<file path="src/rtl/video_instruction_sequencer_if.sv">
// Custom-instruction, decoder and register-bank signals of the video instruction sequencer.
// The slave modport is the sequencer's view; the master modport is the surrounding system.
interface video_instruction_sequencer_if #(
   parameter int PTR_W = 2
);
   logic             start;
   logic [31:0]      dataA;
   logic [31:0]      dataB;
   logic             done;
   logic [31:0]      result;
   logic [31:0]      dec_dataA;
   logic [31:0]      dec_dataB;
   logic             dec_clk_en;
   logic             new_instruction;
   logic [1:0]       opcode;
   logic [4:0]       R1;
   logic [27:0]      data;
   logic             bank_ready;
   logic             reg_wr;
   logic [1:0]       reg_sel;
   logic [4:0]       reg_addr;
   logic [27:0]      reg_data;
   logic [PTR_W:0]   fifo_count;

   modport slave (
      input  start, dataA, dataB, opcode, R1, data, bank_ready,
      output done, result, dec_dataA, dec_dataB, dec_clk_en, new_instruction,
             reg_wr, reg_sel, reg_addr, reg_data, fifo_count
   );

   modport master (
      output start, dataA, dataB, opcode, R1, data, bank_ready,
      input  done, result, dec_dataA, dec_dataB, dec_clk_en, new_instruction,
             reg_wr, reg_sel, reg_addr, reg_data, fifo_count
   );
endinterface

</file>
<file path="src/rtl/video_instruction_sequencer.sv">
// Buffers custom instructions in a FIFO, feeds them one at a time to the decoder
// and commits decoded results to the register bank.
//
// state   | meaning
// IDLE    | waiting for a queued instruction
// LOAD    | FIFO head presented on dec_dataA/dec_dataB
// STROBE  | dec_clk_en pulse, head held
// CAPTURE | pop head, latch decoder outputs (opcode 11 discarded)
// WRITE   | reg_wr held until bank_ready
module video_instruction_sequencer #(
   parameter int DEPTH = 4,
   parameter int PTR_W = 2
) (
   input  logic                          clk,
   input  logic                          reset,
   video_instruction_sequencer_if.slave  bus
);
   localparam logic [PTR_W:0] FULL_CNT = (PTR_W+1)'(DEPTH);

   typedef enum logic [2:0] {
      ST_IDLE,
      ST_LOAD,
      ST_STROBE,
      ST_CAPTURE,
      ST_WRITE
   } state_t;

   state_t           state_q, state_d;
   logic [63:0]      mem_q [DEPTH];
   logic [63:0]      mem_d [DEPTH];
   logic [PTR_W-1:0] wr_ptr_q, wr_ptr_d;
   logic [PTR_W-1:0] rd_ptr_q, rd_ptr_d;
   logic [PTR_W:0]   count_q, count_d;
   logic             done_q, done_d;
   logic [31:0]      result_q, result_d;
   logic [31:0]      dec_dataA_q, dec_dataA_d;
   logic [31:0]      dec_dataB_q, dec_dataB_d;
   logic             dec_clk_en_q, dec_clk_en_d;
   logic             new_instruction_q, new_instruction_d;
   logic             reg_wr_q, reg_wr_d;
   logic [1:0]       reg_sel_q, reg_sel_d;
   logic [4:0]       reg_addr_q, reg_addr_d;
   logic [27:0]      reg_data_q, reg_data_d;

   logic             full;
   logic             push;
   logic             pop;
   logic [63:0]      head;

   always_comb begin
      full = (count_q == FULL_CNT);
      // fullness is judged on the registered count, so a same-cycle pop cannot rescue a push
      push = bus.start && !full;
      pop  = (state_q == ST_CAPTURE);
      head = mem_q[rd_ptr_q];

      mem_d             = mem_q;
      wr_ptr_d          = wr_ptr_q;
      rd_ptr_d          = rd_ptr_q;
      count_d           = count_q;
      state_d           = state_q;
      dec_dataA_d       = dec_dataA_q;
      dec_dataB_d       = dec_dataB_q;
      dec_clk_en_d      = 1'b0;
      new_instruction_d = 1'b1;
      reg_wr_d          = reg_wr_q;
      reg_sel_d         = reg_sel_q;
      reg_addr_d        = reg_addr_q;
      reg_data_d        = reg_data_q;

      done_d   = bus.start;
      result_d = {31'b0, bus.start & full};

      if (push) begin
         mem_d[wr_ptr_q] = {bus.dataA, bus.dataB};
         wr_ptr_d        = wr_ptr_q + PTR_W'(1);
      end
      if (pop) begin
         rd_ptr_d = rd_ptr_q + PTR_W'(1);
      end
      case ({push, pop})
         2'b10:   count_d = count_q + (PTR_W+1)'(1);
         2'b01:   count_d = count_q - (PTR_W+1)'(1);
         default: count_d = count_q;
      endcase

      case (state_q)
         ST_IDLE: begin
            if (count_q != '0) begin
               state_d           = ST_LOAD;
               dec_dataA_d       = head[63:32];
               dec_dataB_d       = head[31:0];
               new_instruction_d = 1'b0;
            end
         end
         ST_LOAD: begin
            state_d           = ST_STROBE;
            dec_clk_en_d      = 1'b1;
            new_instruction_d = 1'b0;
         end
         ST_STROBE: begin
            state_d = ST_CAPTURE;
         end
         ST_CAPTURE: begin
            if (bus.opcode == 2'b11) begin
               state_d = ST_IDLE;
            end else begin
               state_d    = ST_WRITE;
               reg_wr_d   = 1'b1;
               reg_sel_d  = bus.opcode;
               reg_addr_d = bus.R1;
               reg_data_d = bus.data;
            end
         end
         ST_WRITE: begin
            if (reg_wr_q && bus.bank_ready) begin
               state_d  = ST_IDLE;
               reg_wr_d = 1'b0;
            end
         end
         default: begin
            state_d  = ST_IDLE;
            reg_wr_d = 1'b0;
         end
      endcase
   end

   always_ff @(posedge clk or posedge reset) begin
      if (reset) begin
         for (int i = 0; i < DEPTH; i++) mem_q[i] <= '0;
         wr_ptr_q          <= '0;
         rd_ptr_q          <= '0;
         count_q           <= '0;
         state_q           <= ST_IDLE;
         done_q            <= 1'b0;
         result_q          <= '0;
         dec_dataA_q       <= '0;
         dec_dataB_q       <= '0;
         dec_clk_en_q      <= 1'b0;
         new_instruction_q <= 1'b1;
         reg_wr_q          <= 1'b0;
         reg_sel_q         <= '0;
         reg_addr_q        <= '0;
         reg_data_q        <= '0;
      end else begin
         mem_q             <= mem_d;
         wr_ptr_q          <= wr_ptr_d;
         rd_ptr_q          <= rd_ptr_d;
         count_q           <= count_d;
         state_q           <= state_d;
         done_q            <= done_d;
         result_q          <= result_d;
         dec_dataA_q       <= dec_dataA_d;
         dec_dataB_q       <= dec_dataB_d;
         dec_clk_en_q      <= dec_clk_en_d;
         new_instruction_q <= new_instruction_d;
         reg_wr_q          <= reg_wr_d;
         reg_sel_q         <= reg_sel_d;
         reg_addr_q        <= reg_addr_d;
         reg_data_q        <= reg_data_d;
      end
   end

   assign bus.done            = done_q;
   assign bus.result          = result_q;
   assign bus.dec_dataA       = dec_dataA_q;
   assign bus.dec_dataB       = dec_dataB_q;
   assign bus.dec_clk_en      = dec_clk_en_q;
   assign bus.new_instruction = new_instruction_q;
   assign bus.reg_wr          = reg_wr_q;
   assign bus.reg_sel         = reg_sel_q;
   assign bus.reg_addr        = reg_addr_q;
   assign bus.reg_data        = reg_data_q;
   assign bus.fifo_count      = count_q;
endmodule

</file>
<file path="src/flat_wrapper.sv">
// flat-port wrapper written by rule: the top's interface ports become plain ports
module video_instruction_sequencer_flat 
#(
   parameter int DEPTH = 4,
   parameter int PTR_W = 2
)
  (clk, reset, bus_start, bus_dataA, bus_dataB, bus_opcode, bus_R1, bus_data, bus_bank_ready, bus_done, bus_result, bus_dec_dataA, bus_dec_dataB, bus_dec_clk_en, bus_new_instruction, bus_reg_wr, bus_reg_sel, bus_reg_addr, bus_reg_data, bus_fifo_count);
  video_instruction_sequencer_if #(.PTR_W(PTR_W)) bus_i ();
  input  logic clk;
  input  logic reset;
  input wire logic [$bits(bus_i.start)-1:0] bus_start;
  input wire logic [$bits(bus_i.dataA)-1:0] bus_dataA;
  input wire logic [$bits(bus_i.dataB)-1:0] bus_dataB;
  input wire logic [$bits(bus_i.opcode)-1:0] bus_opcode;
  input wire logic [$bits(bus_i.R1)-1:0] bus_R1;
  input wire logic [$bits(bus_i.data)-1:0] bus_data;
  input wire logic [$bits(bus_i.bank_ready)-1:0] bus_bank_ready;
  output wire logic [$bits(bus_i.done)-1:0] bus_done;
  output wire logic [$bits(bus_i.result)-1:0] bus_result;
  output wire logic [$bits(bus_i.dec_dataA)-1:0] bus_dec_dataA;
  output wire logic [$bits(bus_i.dec_dataB)-1:0] bus_dec_dataB;
  output wire logic [$bits(bus_i.dec_clk_en)-1:0] bus_dec_clk_en;
  output wire logic [$bits(bus_i.new_instruction)-1:0] bus_new_instruction;
  output wire logic [$bits(bus_i.reg_wr)-1:0] bus_reg_wr;
  output wire logic [$bits(bus_i.reg_sel)-1:0] bus_reg_sel;
  output wire logic [$bits(bus_i.reg_addr)-1:0] bus_reg_addr;
  output wire logic [$bits(bus_i.reg_data)-1:0] bus_reg_data;
  output wire logic [$bits(bus_i.fifo_count)-1:0] bus_fifo_count;
  assign bus_i.start = bus_start;
  assign bus_i.dataA = bus_dataA;
  assign bus_i.dataB = bus_dataB;
  assign bus_i.opcode = bus_opcode;
  assign bus_i.R1 = bus_R1;
  assign bus_i.data = bus_data;
  assign bus_i.bank_ready = bus_bank_ready;
  assign bus_done = bus_i.done;
  assign bus_result = bus_i.result;
  assign bus_dec_dataA = bus_i.dec_dataA;
  assign bus_dec_dataB = bus_i.dec_dataB;
  assign bus_dec_clk_en = bus_i.dec_clk_en;
  assign bus_new_instruction = bus_i.new_instruction;
  assign bus_reg_wr = bus_i.reg_wr;
  assign bus_reg_sel = bus_i.reg_sel;
  assign bus_reg_addr = bus_i.reg_addr;
  assign bus_reg_data = bus_i.reg_data;
  assign bus_fifo_count = bus_i.fifo_count;
  video_instruction_sequencer #(.DEPTH(DEPTH), .PTR_W(PTR_W)) u_core (.clk(clk), .reset(reset), .bus(bus_i));
endmodule
</file>
<file path="config.mk">
export PLATFORM = sky130hd
export DESIGN_NAME = video_instruction_sequencer_flat
export DESIGN_NICKNAME = d
export VERILOG_FILES = /design/src/rtl/video_instruction_sequencer_if.sv /design/src/rtl/video_instruction_sequencer.sv /design/src/flat_wrapper.sv
export SDC_FILE = /design/constraint.sdc
export NUM_CORES = 1
export LEC_CHECK = 0
export BUFFER_PORTS_ARGS = -buffer_cell sky130_fd_sc_hd__buf_2
export CORE_ASPECT_RATIO = 0.8
export CORE_UTILIZATION = 52
export CTS_CLUSTER_DIAMETER = 40
export DETAILED_ROUTE_END_ITERATION = 8
export GPL_ROUTABILITY_DRIVEN = 0
export GPL_TIMING_DRIVEN = 1
export PLACE_DENSITY = 0.77
export SETUP_SLACK_MARGIN = 0.5
export SLEW_MARGIN = 20
export SYNTH_ARGS = -nofsm -noshare
export SYNTH_HDL_FRONTEND = slang
export SYNTH_SLANG_ARGS = --single-unit
</file>
<file path="constraint.sdc">
create_clock -name clk -period 11.6 [get_ports clk]
set_input_delay 2.32 -clock clk [delete_from_list [all_inputs] [get_ports clk]]
set_output_delay 2.32 -clock clk [all_outputs]
set_load 0.05 [all_outputs]
</file>
==> Word-level counts from Yosys, hierarchy flattened <==
Index checks and enable logic that the tools add are counted.
{ "word_totals": {"ff_bits": 370, "latch_bits": 0, "ramBits": 0, "rom_bits": 0, "out_inout_bits": 138, "wordCells": 70, "mem_count": 0} }
{ "classes": {"n_addsub": 4, "multipliers": 0, "div": 0, "n_lt_le_gt_ge": 3, "eq_ne": 11, "shifts": 0, "n_mux": 17, "bitwise": 5, "n_reduce_logical": 12} }
{ "ops": {"columns": ["cell", "n"], "rows": [
  ["256-bit bitwise mux", 1],
  ["64-bit 2-to-1 mux", 3],
  ["64-bit binary-select mux with 2-bit select", 1],
  ["64-bit demux with 2-bit select", 1],
  ["3-bit case mux with 5 select lines", 1],
  ["3-bit 2-to-1 mux", 3],
  ["3-bit by 2-bit == test with 1-bit output (second input constant)", 2],
  ["3-bit == test (second input constant)", 2],
  ["3-bit >= comparator (second input constant)", 2],
  ["2-bit NOT with 3-bit output", 2],
  ["3-bit case mux with 2 select lines", 1],
  ["2-bit AND reduction", 3],
  ["2-bit by 1-bit adder with 2-bit output (second input constant)", 2],
  ["2-bit == test (second input constant)", 2],
  ["1-bit 2-to-1 mux", 4],
  ["2-bit by 1-bit inequality test with 1-bit output (second input constant)", 2],
  ["3-bit by 1-bit adder with 3-bit output (second input constant)", 1],
  ["3-bit by 1-bit == test with 1-bit output (second input constant)", 1],
  ["1-bit logical AND", 3],
  ["3-bit zero test", 1],
  ["3-bit by 1-bit < comparator with 1-bit output (second input constant)", 1],
  ["1-bit case mux with 3 select lines", 1],
  ["3-bit AND reduction", 1],
  ["3-bit nonzero test", 1],
  ["9 further kinds", 10]
]} }

==> Depth between registers and ports, before layout <==
{ "logic_depth": {"ltp_word": 6, "mapped_depth": 9, "mapped_depth_nobuf": 8} }

==> Worst setup path after synthesis <==
No wires, ideal clock.
{ "synth_path": {"path_type": "input -> register", "start": "input port bus_start", "end": "register u_core.count_q[2] (netlist: u_core.bus.fifo_count[2])", "setup_time_ps": 146, "arrival_time_ps": 3660, "required_time_ps": 11454, "setup_slack_ps": 7794, "path_stages": 8, "cell_sequence": "buf_1 -> nand2_1 -> ha_1 -> inv_1 -> fa_1 -> xor2_1 -> nor2_1 -> xor2_1"} }
{ "synth_via": {"elab_chain_cells": 3, "word_cells_on_any_way": 5, "classes_between": "eq/ne (2); mux (1); reduce/logical (2)"} }
{ "synth_rtl": {"columns": ["item", "line", "text"], "rows": [
  ["start: declaration", "flat_wrapper.sv:11", "input wire logic [$bits(bus_i.start)-1:0] bus_start;"],
  ["1-bit logical AND *", "video_instruction_sequencer.sv:53", "push = bus.start && !full;"],
  ["2-bit by 1-bit == test with 1-bit output or 2-bit == test (tied branches)", "video_instruction_sequencer.sv:81", "case ({push, pop})"],
  ["3-bit case mux with 2 select lines or 2-bit nonzero test (tied branches)", null, null],
  ["end signal: assignment", "video_instruction_sequencer.sv:149", "count_q <= count_d;"],
  ["end: declaration", "video_instruction_sequencer.sv:33", "logic [PTR_W:0] count_q, count_d;"]
]} }
Mark *: on every way between the ends. The rest lies on a longest branch, timed or not.
A chain may end at the register's enable or synchronous reset.

==> Worst setup path in the final report <==
{ "layout_path": {"start": "register u_core.new_instruction_q (netlist: u_core.bus.new_instruction)", "end": "output port bus_new_instruction"} }
{ "layout_lines": {"columns": ["item", "line", "text"], "rows": [
  ["start: declaration", "video_instruction_sequencer.sv:39", "logic new_instruction_q, new_instruction_d;"],
  ["start signal: assignment", "video_instruction_sequencer.sv:156", "new_instruction_q <= new_instruction_d;"],
  ["end: declaration", "flat_wrapper.sv:23", "output wire logic [$bits(bus_i.new_instruction)-1:0] bus_new_instruction;"]
]} }
No word-level cell between the ends.

==> run_results.csv <==
group,metric,value,unit
worst_setup_path,critPathRequiredTime,9280,ps
logic_synthesis,avgSynthCellArea,17.3,µm²
sta,fin_crit_sh,31.2,%
sta,worst_hold_slack,489,ps
grt,antenna_found_initial,3,
grt,grt_start_max_net_pins,177,
clocking,cts_setup_buffers,0,
power,p_comb_share,43.0,%
clocking,clock-root-buffer,"clkbuf_16",
drt,final_antenna_net_count,0,
finish,final_area,18500,µm²
power,switching_power,0.00239,W
clocking,cts-buffers-inserted,44,
power,power.share.sequential,36.4,%
clocking,cts_tree,"done",
drt,top_layer,"met5",
floorplan,die-area,31400,µm²
sta,fmax,276,MHz
power,pwr-share-clk,20.6,%
logic_synthesis,ys_ff_latch,370,
finish,layout_commonest_cell,"dfrtp_1",
logic_synthesis,synth_ff_type,"dfrtp_1",
status,status,"completed",
place,place_hpwl,19000,µm
sta,hold_violations,0,
sta,period_minus_slack,3620,ps
worst_setup_path,path_class,"reg -> out",
finish,drive_gt1_share,59.6,%
logic_synthesis,synth-warning-count,0,
drt,via_count,8478,
logic_synthesis,async_flop_share,100,%
drt,wl_met2,14600,µm
place,postPlaceCellArea,17100,µm²
worst_setup_path,reg2reg_slack,8910,ps
grt,grt_pass1_wl,50700,µm
sta,rsz0062_at_grt,"no",
floorplan,fp.dieW,198,µm
power,p_per_area,352,nW/µm²
worst_setup_path,critical-path-slowest-cell,"dfstp_2",
floorplan,pin_count,241,
logic_synthesis,netlist_instances,923,
hold_path,hp-class,"reg -> reg",
power,ir_drop,254,µV
logic_synthesis,yosysSeqAreaShare,58.0,%
sta,final-setup-viol-count,0,
logic_synthesis,netlist_area,16000,µm²
finish,nFillCells,2236,
finish,area_delta_synth_final,16.1,%
clocking,cts_resized,0,
power,leakage,8.50,nW
logic_synthesis,synth-edff-count,0,
finish,final_cell_mix,"dfrtp_1, mux2_2, buf_2",
grt,grt_pass1_vias,9304,
floorplan,rows,56,
run,cap_violations,0,
sta,fin_worst_skew,8.66,ps
worst_setup_path,path_delay_family,"flip-flops",
worst_setup_path,endpoint_kind,"primary output",
drt,drcViolationCount,0,
floorplan,start_util,53.7,%
power,intPower,0.00413,W
drt,drt-vias-per-instance,5.37,
floorplan,coreArea,29700,µm²
worst_setup_path,slowest_delay,520,ps
clocking,clock_latency,540,ps
clocking,clkTransAtPathRegs,60,ps
floorplan,die-height,159,µm
clocking,clkSinkCount,370,
worst_setup_path,cp-start-kind,"flop",
worst_setup_path,critPathArrivalTime,1300,ps
power,power_switching_share,36.6,%
worst_setup_path,crit_fanout,1,
drt,wl_met3,1860,µm
clocking,postCtsHoldBufs,0,
drt,first_iter_violations,383,
finish,nNetsFinal,1245,
sta,max_slew_margin,35.0,%
drt,wl_met1,14200,µm
place,port_buffers,209,
drt,dr.pass1.iters,4,
drt,wire_per_inst,19.7,µm
clocking,htree_levels,2,
worst_setup_path,crit_chain,"buf_2",
clocking,cts_max_path_buffers,3,
grt,grtUsageTotal,20.6,%
power,finalPower,0.00652,W
sta,setup_tns,0,ps
sta,worst_pin_slew,975,ps
logic_synthesis,synth_cell_types,33,
drt,wirelength,31100,µm
sta,final-max-slew-violation-count,0,
grt,grt-ovfl-total,0,
worst_setup_path,cp_num_buf_inv,1,
## per-layer routing
metal | GRT usage [%] | up-vias
met1 | 28.8 | 4480
met3 | 5.48 | 44
li1 | - | 3748
met5 | 0 | -
met4 | 4.90 | 2
met2 | 32.3 | 204
## per-stage QoR
step	instances	worst slack (ps)	util, %
floorplan	953	4310	-
global placement	1496	7500	57.5
detailed placement	1496	7490	57.5
CTS	1577	7940	62.4
global route	1577	7930	62.4
finish	1578	7980	62.4
## layout make-up
| cell class | instances | area (µm²) | area share, % |
|---|---|---|---|
| Sequential cell | 370 | 9270 | 50.0 |
| Multi-Input combinational cell | 489 | 6120 | 33.0 |
| Clock buffer | 58 | 1200 | 6.50 |
| Timing Repair Buffer | 219 | 1150 | 6.18 |
| Tap cell | 406 | 508 | 2.74 |
| Clock inverter | 23 | 233 | 1.26 |
| Inverter | 12 | 48.8 | 0.263 |
| Antenna cell | 1 | 2.50 | 0.0135 |
## power by group through the flow
stage                     Sequential [W]  Clock [W]  Combinational, W
after floorplan                  0.00289          0           0.00180
after global placement           0.00235          0           0.00276
after detailed placement         0.00238          0           0.00283
after CTS                        0.00237    0.00138           0.00284
after global routing             0.00246    0.00143           0.00297
final                            0.00237    0.00134           0.00280
## flip-flops by register name, indices dropped and copies added (netlist names), 2 cells and up
signal,flops
u_core.bus.reg_sel,2
u_core.rd_ptr_q,2
u_core.bus.reg_data,28
u_core.bus.fifo_count,3
u_core.wr_ptr_q,2
u_core.bus.dec_dataA,32
u_core.mem_q,256
u_core.bus.dec_dataB,32
u_core.bus.reg_addr,5
u_core.state_q,3
## worst paths after layout
check / to / cells after the start / startpoint
worst min register to register: u_core.mem_q[210]$_DFFE_PP0P_ / 1 / u_core.mem_q[210]$_DFFE_PP0P_
max in group asynchronous: u_core.bus.dec_dataA[18]$_DFFE_PP0P_ / 4 / reset
worst min-delay path: u_core.mem_q[210]$_DFFE_PP0P_ / 1 / u_core.mem_q[210]$_DFFE_PP0P_
min in group asynchronous: u_core.mem_q[213]$_DFFE_PP0P_ / 3 / reset
worst max register to register: u_core.mem_q[153]$_DFFE_PP0P_ / 4 / u_core.bus.fifo_count[0]$_DFFE_PP0P_
worst max-delay path: bus_new_instruction / 1 / u_core.bus.new_instruction$_DFF_PP1_
## synth_stat cells (all sizes together) (2+ instances only)
cell | number | area (µm²)
clkbuf | 5 | 18.8
dfrtp | 369 | 9230
a211o | 2 | 20.0
mux4 | 64 | 1440
mux2 | 354 | 4210
nand2 | 4 | 17.5
xor2 | 2 | 17.5
nor3 | 3 | 15.0
inv | 12 | 45.0
xnor2 | 5 | 43.8
nand3 | 4 | 70.1
ha | 5 | 62.6
buf | 77 | 624
nor2 | 5 | 18.8
## cell families after synthesis
| family | Yosys count | share of synthesized area (%) |
|---|---|---|
| AO/OA/AOI/OAI | 6 | 0.290 |
| adder cells (fa/ha/maj) | 6 | 0.517 |
| XOR/XNOR | 7 | 0.384 |
| buffers and inverters | 94 | 4.31 |
| multiplexers | 419 | 35.5 |
| flip-flops | 370 | 58.0 |
| AND/OR/NAND/NOR | 20 | 0.972 |
| other | 1 | 0.0235 |
No activity file was read; power rests on OpenSTA's default activity.
